$ cat src/rtl/seg7_pkg.sv
// seg7_pkg
// Shared constants and the BCD-to-7-segment decoder used by display blocks.
//   BCD_MAX      : largest legal BCD digit (9)
//   SEG_BLANK    : segment pattern with every segment off
//   seg7_decode  : 4-bit code -> active-high {g,f,e,d,c,b,a}; codes 10-15 blank
package seg7_pkg;

    localparam logic [3:0] BCD_MAX   = 4'd9;
    localparam logic [6:0] SEG_BLANK = 7'b0000000;

    function automatic logic [6:0] seg7_decode(input logic [3:0] code);
        logic [6:0] seg;
        case (code)
            4'd0:    seg = 7'b0111111;
            4'd1:    seg = 7'b0000110;
            4'd2:    seg = 7'b1011011;
            4'd3:    seg = 7'b1001111;
            4'd4:    seg = 7'b1100110;
            4'd5:    seg = 7'b1101101;
            4'd6:    seg = 7'b1111101;
            4'd7:    seg = 7'b0000111;
            4'd8:    seg = 7'b1111111;
            4'd9:    seg = 7'b1101111;
            default: seg = SEG_BLANK;
        endcase
        return seg;
    endfunction

endpackage

$ cat src/rtl/bcd_digit.sv
// bcd_digit
// One decade of a cascaded BCD counter.
//   Clk   in  : clock, rising edge
//   rst   in  : asynchronous active-high reset, q -> 0
//   clr   in  : synchronous clear, q -> 0, wins over inc
//   inc   in  : advance by one at the next edge (9 wraps to 0)
//   q     out : current digit value
//   carry out : combinational, high when inc arrives while q is 9
module bcd_digit
    import seg7_pkg::*;
(
    input  logic       Clk,
    input  logic       rst,
    input  logic       clr,
    input  logic       inc,
    output logic [3:0] q,
    output logic       carry
);

    always_ff @(posedge Clk or posedge rst) begin
        if (rst) begin
            q <= 4'd0;
        end else if (clr) begin
            q <= 4'd0;
        end else if (inc) begin
            q <= (q == BCD_MAX) ? 4'd0 : q + 4'd1;
        end
    end

    // Combinational so a whole 9..9 chain ripples within one edge.
    assign carry = inc && (q == BCD_MAX);

endmodule

$ cat src/rtl/bcd_rollover_display.sv
// bcd_rollover_display
// Extends an upstream decade counter digit into a 4-digit BCD count by
// spotting each 9->0 wrap of the input, and scans all four digits onto a
// multiplexed 7-segment display.
//   Clk      in  : clock, rising edge
//   rst      in  : asynchronous active-high reset
//   bcd_in   in  : upstream counter digit Q[3:0] (same clock domain)
//   clr      in  : synchronous clear of d1..d3 and ovf_o; scan unaffected
//   digits_o out : {d3,d2,d1,d0}, d0 = sampled bcd_in
//   carry_o  out : one-cycle pulse on 9999 -> 0000
//   ovf_o    out : sticky overflow, cleared by clr or rst
//   seg_o    out : {g,f,e,d,c,b,a} for the digit selected by an_o
//   an_o     out : one-hot digit enable, bit i selects digit i
module bcd_rollover_display
    import seg7_pkg::*;
#(
    parameter int SCAN_DIV       = 16,
    parameter bit SEG_ACTIVE_LOW = 1'b0,
    parameter bit AN_ACTIVE_LOW  = 1'b0
) (
    input  logic        Clk,
    input  logic        rst,
    input  logic [3:0]  bcd_in,
    input  logic        clr,
    output logic [15:0] digits_o,
    output logic        carry_o,
    output logic        ovf_o,
    output logic [6:0]  seg_o,
    output logic [3:0]  an_o
);

    localparam int                CNT_W     = (SCAN_DIV > 1) ? $clog2(SCAN_DIV) : 1;
    localparam logic [CNT_W-1:0]  SCAN_LAST = CNT_W'(SCAN_DIV - 1);

    // ---------------- input sampler and wrap detector ----------------
    logic [3:0] in_r;
    logic [3:0] prev_r;
    logic       wrap;

    always_ff @(posedge Clk or posedge rst) begin
        if (rst) begin
            in_r   <= 4'd0;
            prev_r <= 4'd0;
        end else begin
            in_r   <= bcd_in;
            prev_r <= in_r;
        end
    end

    // Only a genuine 9->0 step counts; short-modulus resets (4->0, 1->0)
    // and invalid codes never match.
    assign wrap = (prev_r == BCD_MAX) && (in_r == 4'd0);

    // ---------------- upper-digit carry chain ----------------
    logic [3:0] digit_q [4];
    logic [3:0] carry_chain;

    assign digit_q[0]     = in_r;
    assign carry_chain[0] = wrap;

    generate
        for (genvar gi = 1; gi < 4; gi++) begin : g_digit
            bcd_digit u_digit (
                .Clk   (Clk),
                .rst   (rst),
                .clr   (clr),
                .inc   (carry_chain[gi-1]),
                .q     (digit_q[gi]),
                .carry (carry_chain[gi])
            );
        end
    endgenerate

    logic carry_reg;
    logic ovf_reg;

    always_ff @(posedge Clk or posedge rst) begin
        if (rst) begin
            carry_reg <= 1'b0;
            ovf_reg   <= 1'b0;
        end else if (clr) begin
            // A wrap coinciding with clr is discarded along with the count.
            carry_reg <= 1'b0;
            ovf_reg   <= 1'b0;
        end else begin
            carry_reg <= carry_chain[3];
            if (carry_chain[3]) begin
                ovf_reg <= 1'b1;
            end
        end
    end

    // ---------------- scan prescaler, index and output registers ----------------
    logic [CNT_W-1:0] scan_cnt;
    logic [1:0]       idx;
    logic [1:0]       idx_next;
    logic [3:0]       an_reg;
    logic [6:0]       seg_reg;

    always_comb begin
        idx_next = (scan_cnt == SCAN_LAST) ? idx + 2'd1 : idx;
    end

    // an_reg and seg_reg both follow idx_next so the enable and its segment
    // pattern switch on the same edge; no ghosting of the previous digit.
    always_ff @(posedge Clk or posedge rst) begin
        if (rst) begin
            scan_cnt <= '0;
            idx      <= 2'd0;
            an_reg   <= 4'b0001;
            seg_reg  <= seg7_decode(4'd0);
        end else begin
            scan_cnt <= (scan_cnt == SCAN_LAST) ? '0 : scan_cnt + CNT_W'(1);
            idx      <= idx_next;
            an_reg   <= 4'b0001 << idx_next;
            seg_reg  <= seg7_decode(digit_q[idx_next]);
        end
    end

    // ---------------- outputs ----------------
    assign digits_o = {digit_q[3], digit_q[2], digit_q[1], digit_q[0]};
    assign carry_o  = carry_reg;
    assign ovf_o    = ovf_reg;
    assign seg_o    = SEG_ACTIVE_LOW ? ~seg_reg : seg_reg;
    assign an_o     = AN_ACTIVE_LOW  ? ~an_reg  : an_reg;

endmodule

$ cat config.mk
export PLATFORM = sky130hd
export DESIGN_NAME = bcd_rollover_display
export DESIGN_NICKNAME = d
export VERILOG_FILES = /design/src/rtl/seg7_pkg.sv /design/src/rtl/bcd_digit.sv /design/src/rtl/bcd_rollover_display.sv
export SDC_FILE = /design/constraint.sdc
export NUM_CORES = 1
export LEC_CHECK = 0
export CAP_MARGIN = 20
export CORE_MARGIN = 5
export CORE_UTILIZATION = 50
export CTS_CLUSTER_DIAMETER = 200
export DETAILED_ROUTE_END_ITERATION = 8
export PLACE_DENSITY = 0.76
export SLEW_MARGIN = 30
export SYNTH_ARGS = -nofsm -noshare
export SYNTH_HDL_FRONTEND = slang
export SYNTH_HIERARCHICAL = 1
export SYNTH_SLANG_ARGS = --single-unit
$ cat constraint.sdc
create_clock -name Clk -period 2.8 [get_ports Clk]
set_clock_uncertainty 0.1 [all_clocks]
set_input_delay 0.42 -clock Clk [delete_from_list [all_inputs] [get_ports Clk]]
set_output_delay 0.42 -clock Clk [all_outputs]
set_load 0.005 [all_outputs]
* Word-level counts from Yosys, hierarchy flattened
Memories as Yosys holds them, arrays and structs flattened. A register that Yosys moved wholly into a read port is not among the register bits.
Index checks and enable logic that the tools add are counted.
** Operators by class
- $add $sub $neg :: 5
- $lt $le $gt $ge :: 1
- Equality and inequality tests :: 5
- Shift-type cells :: 1
- Muxes and demuxes :: 17
- Bitwise operators :: 1
- Reductions and logical operators :: 9
** Operators with widths (number)
- 4-bit 2-to-1 mux :: 12
- 4-bit equality test (second input constant) :: 5
- 4-bit by 1-bit adder with 4-bit output (second input constant) :: 4
- 4-bit binary-select mux with 2-bit select :: 1
- 2-bit nonzero test :: 4
- 1-bit logical AND :: 4
- 4-bit logical NOT :: 1
- 1-bit by 2-bit << shifter with 4-bit output (first input constant) :: 1
- 3-bit >= comparator (second input constant) :: 1
- 1-bit 2-to-1 mux :: 3
- 2-bit NOT with 3-bit output :: 1
- 2-bit by 1-bit adder with 2-bit output (second input constant) :: 1
- 2-bit 2-to-1 mux :: 1
** Word-level totals
- Register bits after elaboration :: 32
- Memory bits (read-only) :: 112
- Input bits :: 7
- Output and inout bits :: 29
- Logic and storage cells :: 50
- Memories kept :: 1
** Memories
- (no name shown) :: words 16, bits a word 7, read ports 1, clocked after Yosys merged registers in 1, write ports 0, RTL line seg7_pkg.sv:13 : case (code)

* Longest topological paths before layout
Gate-level depths: netlist of run 1.
- Depth in word-level cells :: 7
- Mapped depth :: 10
- Gate-level depth less buffers :: 10

* Modules after synthesis
Netlist of run 1, hierarchy kept.
** By module, submodules not included
- bcd_rollover_display :: instances 1, cells each 110, area each 1323.8 um2, sequential area each 684.4 um2
- bcd_digit :: instances 3, cells each 27, area each 244.0 um2, sequential area each 100.1 um2

* Worst setup path before layout of run 1
No wires, ideal clock.
- Path kind :: reg-to-reg
- Start point :: register in_r[1]
- End point :: register g_digit[3].u_digit.q[2]
- Library setup time :: 0.073 ns
- Data arrival time :: 2.326 ns
- Required time :: 2.627 ns
- Setup slack :: 0.301 ns
- Cell stages (with the launch flop) :: 10
- Buffers on the path :: 0
- Clock period less this slack :: 2.499 ns
- Cell sequence :: dfrtp_1 -> or4_1 -> nor2_1 -> inv_1 -> nor2_1 -> inv_1 -> nor2_1 -> nand2_2 -> a211o_1 -> a21oi_2
** On the way
- Cells in the longest elaborated chain, start to end :: 5
** RTL lines
- start, declared :: RTL line bcd_rollover_display.sv:36 : logic [3:0] in_r;
- start signal, assigned :: RTL line bcd_rollover_display.sv:45 : in_r <= bcd_in;
- 4-bit logical NOT :: RTL line bcd_rollover_display.sv:52 : assign wrap = (prev_r == BCD_MAX) && (in_r == 4'd0);
- 1-bit logical AND :: RTL line bcd_rollover_display.sv:52
- net carry_chain[0] :: RTL line bcd_rollover_display.sv:56 : logic [3:0] carry_chain;
- 1-bit logical AND :: RTL line bcd_digit.sv:31 : assign carry = inc && (q == BCD_MAX);
- net carry_chain[1] :: RTL line bcd_rollover_display.sv:56
- 1-bit logical AND :: RTL line bcd_digit.sv:31
- net carry_chain[2] :: RTL line bcd_rollover_display.sv:56
- 2-bit nonzero test (no line)
- end signal, assigned :: RTL line bcd_digit.sv:26 : q <= (q == BCD_MAX) ? 4'd0 : q + 4'd1;
- end, declared :: RTL line bcd_digit.sv:16 : output logic [3:0] q,
The timed path passes the listed nets, and every way through them passes these cells.
A chain may end at the register's enable or synchronous reset.

* Final worst setup path of run 1
Same ends and word-level chain as after synthesis.

==> results of run 1 <==
registers in the layout, indices dropped and copies added (netlist names):
register	cells
seg_o	7
scan_cnt	4
prev_r	4
in_r	4
carry_o	1
idx	2
an_o	4
ovf_o	1
g_digit.u_digit/q	12
critical path, delay by kind of cell, from the launching register on:
kind,cells,cell delay (ns)
buf+inv,2,0.18
simple gates,5,1.24
flops,1,0.41
compound gates,2,0.40
worst paths after layout:
path,to,slack [ns],cells past startpoint
worst min-delay path,prev_r[1],0.34,0
worst max-delay path,g_digit[3].u_digit/q[2],0.39,9
worst max register to register,g_digit[3].u_digit/q[2],0.39,9
worst min register to register,prev_r[1],0.34,0
max in group asynchronous,scan_cnt[1],1.44,3
min in group asynchronous,g_digit[2].u_digit/q[1],0.35,2
synth_stat cells (2+ instances only):
| master | instances | area, um^2 |
|---|---|---|
| dfrtp_1 | 32 | 801 |
| nand2_1 | 18 | 67.6 |
| inv_1 | 14 | 52.6 |
| nor2_1 | 13 | 48.8 |
| a21oi_1 | 11 | 55.1 |
| nand3b_1 | 11 | 82.6 |
| ha_1 | 9 | 113 |
| dfstp_2 | 7 | 184 |
| mux2i_1 | 7 | 70.1 |
| o21ai_0 | 6 | 30.0 |
| a21oi_2 | 4 | 35.0 |
| nor3b_1 | 4 | 30.0 |
| o21ai_1 | 4 | 20.0 |
| a211o_1 | 3 | 26.3 |
| a21boi_0 | 3 | 22.5 |
| and4b_1 | 3 | 30.0 |
| mux2_2 | 3 | 33.8 |
| nand2_2 | 3 | 18.8 |
| nor2b_1 | 3 | 18.8 |
| xor2_1 | 3 | 26.3 |
| a31oi_1 | 2 | 12.5 |
| buf_4 | 2 | 15.0 |
| buf_6 | 2 | 22.5 |
| o22ai_1 | 2 | 12.5 |
power by group through the flow:
| stage | Combinational [mW] | Clock [mW] | Sequential [mW] |
|---|---|---|---|
| 2_1_floorplan | 0.0119 | 0 | 0.583 |
| 3_3_place_gp | 0.0355 | 0 | 0.584 |
| 3_5_place_dp | 0.0362 | 0 | 0.585 |
| 4_1_cts | 0.0362 | 0.559 | 0.574 |
| 5_1_grt | 0.0390 | 0.583 | 0.575 |
| 6_report | 0.0351 | 0.556 | 0.574 |
layout make-up:
cell class	count	area [um^2]
clock buffer	6	72.6
clock inverter	2	60.1
fill	337	1400
inverter	15	56.3
multi-input combinational	132	972
sequential	39	985
tap	50	62.6
timing repair buffer	40	388
metrics by stage:
step                      std cells  util, %  setup WS [ns]
after floorplan                 191        -          0.301
after global placement          276     61.6          0.490
final                           284     64.9          0.391
after global routing            284     64.9          0.154
after CTS                       284     64.9          0.383
after detailed placement        276     61.6          0.410
metal layers:
layer / vias to the layer above / track usage (%)
met5: - / 0
met4: 0 / 5.03
met3: 6 / 4.32
met2: 34 / 28.4
met1: 734 / 20.7
li1: 746 / -
cells by family after synthesis:
logic type                 synth area share [%]
DFF                                        47.9
xor gates and xnor gates                   2.07
adders and majority gates                  5.48
buffers and inverters                      4.81
and+or+nand+nor                            19.2
AOI/OAI and AO/OA                          13.7
muxes                                      6.88
cells in the final DEF (no fill, tap or decap), types with 4 or more instances in the layout:
cell type / Yosys / layout
a21oi_1: 11 / 11
a21oi_2: 4 / 4
buf_4: 2 / 5
clkbuf_8: 0 / 5
clkdlybuf4s50_1: 0 / 35
dfrtp_1: 32 / 32
dfstp_2: 7 / 7
ha_1: 9 / 9
inv_1: 14 / 14
mux2i_1: 7 / 7
nand2_1: 18 / 18
nand3b_1: 11 / 11
nor2_1: 13 / 13
nor3b_1: 4 / 4
o21ai_0: 6 / 6
o21ai_1: 4 / 4
==> impl_metrics.toml, run 1 <==
[timing]
finalHoldViolCount = 0
rsz0062_at_grt = "no"
fin_tns_setup_ns = 0
clock.fmax_ghz = 0.415
relSlewSlack_pct = 57.3
setup_viol = 0
whs_ns = 0.341
max_slew.worst_pin.slew_ns = 0.639
slew_violations = 0
period_minus_slack_ns = 2.41
finalCritPeriodShare_pct = 86.0

[setup_path]
startpoint = "in_r[1]"
worstPathCellList = "or4_1 > nor2_1 > inv_1 > nor2_1 > inv_1 > nor2_1 > nand2_2 > a211o_1 > a21oi_2"
cp.required_ns = 2.91
cp_max_fo = 6
cpPeakStageDelay_ns = 0.53
worst_path_max_delay_cell = "or4_1"
critPathLaunchType = "flip-flop"
cp_data_arrival_time_ns = 2.52
critPathMostFrequentCell = "nor2_1"
r2r_start = "in_r[1]"
criticalPathCategory = "reg -> reg"
critPathCaptureType = "flip-flop"

[cells_and_area]
drive_above_1_share_pct = 17.1
area_delta_synth_final_pct = 26.3
insertedDiodeCount = 0
fin_nets = 249
fin_area_um2 = 2600

[power]
finalPower_mw = 1.17
power.switching_mw = 0.223
p_per_area_nw_per_um2 = 449
p_seq_share_pct = 49.2
p_leak_nw = 1.08
max-vdd-ir-drop_uv = 280
p_int_mw = 0.942
pwr-share-clk_pct = 47.7
swShare_pct = 19.2
share_comb_of_total_power_pct = 3.0

[cts]
cts-hold-fix-buffers = 0
postCtsSetupRepairBufs = 0
cts_resized = 0
cts_sinks = 39
cts-root-buf = "clkbuf_8"
cts.clk_slew.worst_paths_ns = 0.08
numCtsBuffers = 5
htreeDepth = 2
clock_path_buffers = 2
cts_tree = "built"
clk_latency_ns = 0.29

[floorplan]
placementRows = 23
die_w_um = 74.1
dieArea_um2 = 5490
die_h_um = 74.1
core_area_um2 = 4000
ios = 36
start_util_pct = 51.4

[placed_design]
port-buffer-count = 35
dpl_cell_area_um2 = 2460
gp_congestion = 0.830
dp_hpwl_um = 3040

[drt]
ant_nets = 0
top_layer = "met4"
wl_met3_um = 195
drt_drc_violations_left = 0
met2_length_um = 2060
wl_per_cell_um = 14.4
drtIter0Drc = 55
routed_wl_um = 4100
drt-met1-wl_um = 1790
dr.pass1.iters = 4
route.vias.total = 1520
viasPerCell = 5.35

[grt]
grt_pass1_vias = 1533
grt_max_degree = 19
antenna_found_initial = 0
grt_pass1_wl_um = 7000
track_usage_pct = 16.6
grt_overflow = 0

[worst_hold_path]
hp-class = "reg -> reg"
holdCritStartpoint = "in_r[1]"

[synthesis]
async_flop_share_pct = 100
yosys_most_used_dff = "dfrtp_1"
syn_inst = 191
yosysWarnings = 6
synth_seq_cells = 39
syn_area_per_cell_um2 = 10.8
synthDistinctLibCells = 46
synth-seq-area-share_pct = 47.9
netlist_area_um2 = 2060
synth_nets = 207
synth_edf_count = 0

[run]
maxCapViolCount = 0

[outcome]
status = "completed"
Note: power is estimated with default switching activity, not from simulation.
==> run 2, diff against run 1 <==
- CORE_MARGIN: 5 -> 2
==> run 2 against run 1 <==
Core utilization is 1.1 points lower. Sequential cell count unchanged. Largest cell class unchanged. Clock power decreased by 35%. Sequential power about the same. Wire length is 5.5% lower. Register-to-register slack worse by 0.098 ns. Global-route usage grew 2.8 points. Worst setup slack lost 0.098 ns. Count of clock-buffer cells in the layout fell by 1. Critical endpoint is now seg_o[3]. First-iteration DRC count rose by 80%.
==> impl_metrics.toml, run 2 (synthesis results as in run 1) <==
[outcome]
status = "completed"

[drt]
wl_met3_um = 180
viasPerCell = 5.32
routed_wl_um = 3880
wl_per_cell_um = 13.7
dr.pass1.iters = 4
route.vias.total = 1501
met2_length_um = 1940
top_layer = "met3"
ant_nets = 0
drt_drc_violations_left = 0
drtIter0Drc = 99
drt-met1-wl_um = 1760

[floorplan]
die_h_um = 68.1
start_util_pct = 51.8
ios = 36
dieArea_um2 = 4640
core_area_um2 = 3970
placementRows = 23
die_w_um = 68.1

[grt]
grt_pass1_vias = 1423
track_usage_pct = 19.4
grt_overflow = 0
grt_pass1_wl_um = 6630
antenna_found_initial = 0
grt_max_degree = 25

[power]
p_leak_nw = 1.06
p_per_area_nw_per_um2 = 383
max-vdd-ir-drop_uv = 307
finalPower_mw = 0.971

[cts]
cts_sinks = 39
cts.clk_slew.worst_paths_ns = 0.08
postCtsSetupRepairBufs = 0
cts_tree = "built"
clock_path_buffers = 2
numCtsBuffers = 5
cts_resized = 0
clk_latency_ns = 0.29
htreeDepth = 2
cts-hold-fix-buffers = 0
cts-root-buf = "clkbuf_8"

[setup_path]
critPathLaunchType = "flip-flop"
critPathCaptureType = "flip-flop"
worstPathCellList = "ha_1 > nand3_4 > xor2_2 > inv_2 > a211oi_4 > inv_1 > ha_1 > mux2_2 > o22ai_1"
cp_data_arrival_time_ns = 2.62
cp_max_fo = 8
worst_path_max_delay_cell = "dfrtp_1"
crit_buf_inv = 2
cpLargestDelayFamily = "adder cells"
critPathMostFrequentCell = "ha_1"
criticalPathCategory = "reg -> reg"
cp.required_ns = 2.92
cpPeakStageDelay_ns = 0.39

[timing]
rsz0062_at_grt = "no"
setup_viol = 0
clock.fmax_ghz = 0.399
fin_tns_setup_ns = 0
slew_violations = 0
max_slew.worst_pin.slew_ns = 0.640
setup_ws_ns = 0.293
finalHoldViolCount = 0
finalCritPeriodShare_pct = 89.5
period_minus_slack_ns = 2.51
relSlewSlack_pct = 57.3

[worst_hold_path]
hp-class = "reg -> reg"

[placed_design]
dp_slack_ns = 0.311
port-buffer-count = 35
gp_congestion = 0.837
dp_hpwl_um = 2820

[run]
maxCapViolCount = 0

[cells_and_area]
regMostFlops = "g_digit.u_digit/q"
layout_common_cells = "clkdlybuf4s50_1, dfrtp_1, nand2_1"
insertedDiodeCount = 0
area_delta_synth_final_pct = 23.2
drive_above_1_share_pct = 16.8
largest_reg_flops = 12
fin_nets = 247
final_common_cell = "clkdlybuf4s50_1"
## run 2: cell types whose count changed in the layout (fill, tap and decap cells not counted), sizes merged
cell,before,now
buf,5,3
bufinv,2,0
clkbuf,6,5
clkinv,0,3
## run 2: worst paths after layout
kind                             startpoint                      end  slack (ns)  cells after the start
worst max-delay path            scan_cnt[0]                 seg_o[3]        0.29                      9
min in group asynchronous               rst  g_digit[1].u_digit/q[0]        0.35                      2
worst min-delay path                in_r[1]                prev_r[1]        0.32                      0
worst max register to register  scan_cnt[0]                 seg_o[3]        0.29                      9
max in group asynchronous               rst                 seg_o[2]        1.68                      3
worst min register to register      in_r[1]                prev_r[1]        0.32                      0
## run 2: through the flow
step                      area [um^2]  hold WS, ns  cells  util, %
after floorplan                  2060       0.0861    191        -
after global placement           2450        0.306    274     61.7
after detailed placement         2450        0.327    274     61.7
after CTS                        2530        0.323    282     63.8
after global routing             2530        0.345    282     63.8
final                            2530        0.320    282     63.8
## run 2: layer usage
| metal | GRT usage [%] | vias up |
|---|---|---|
| li1 | - | 748 |
| met1 | 26.2 | 721 |
| met2 | 31.1 | 32 |
| met3 | 5.59 | 0 |
| met4 | 4.50 | 0 |
| met5 | 0 | - |
## run 2: layout make-up
cell class | instances | area [um^2]
fill | 331 | 1440
sequential | 39 | 985
multi-input combinational | 132 | 972
timing repair buffer | 38 | 373
clock buffer | 5 | 68.8
tap | 50 | 62.6
inverter | 15 | 56.3
clock inverter | 3 | 15.0
## run 2: worst register-to-register path: cells and delay by family, from the launching register on
kind                       cells  cell delay [ns]
buffers and inverters          2             0.22
DFF                            1             0.39
and+or+nand+nor                1             0.19
adders and majority gates      2             0.52
AOI/OAI and AO/OA              2             0.48
xor gates and xnor gates       1             0.27
muxes                          1             0.26
## run 2: where the power goes
part | switching (mW) | leakage [nW] | internal, mW
registers | 0.00455 | 0.482 | 0.569
logic | 0.0181 | 0.526 | 0.0160
clock network | 0.193 | 0.0477 | 0.170
total | 0.215 | 1.06 | 0.756
==> run 3, diff against run 2 <==
- SKIP_CTS_REPAIR_TIMING: default -> 1
- SKIP_LAST_GASP: default -> 1
==> results of run 3 <==
Final layout, timing and power as in run 2 (identical DEF).
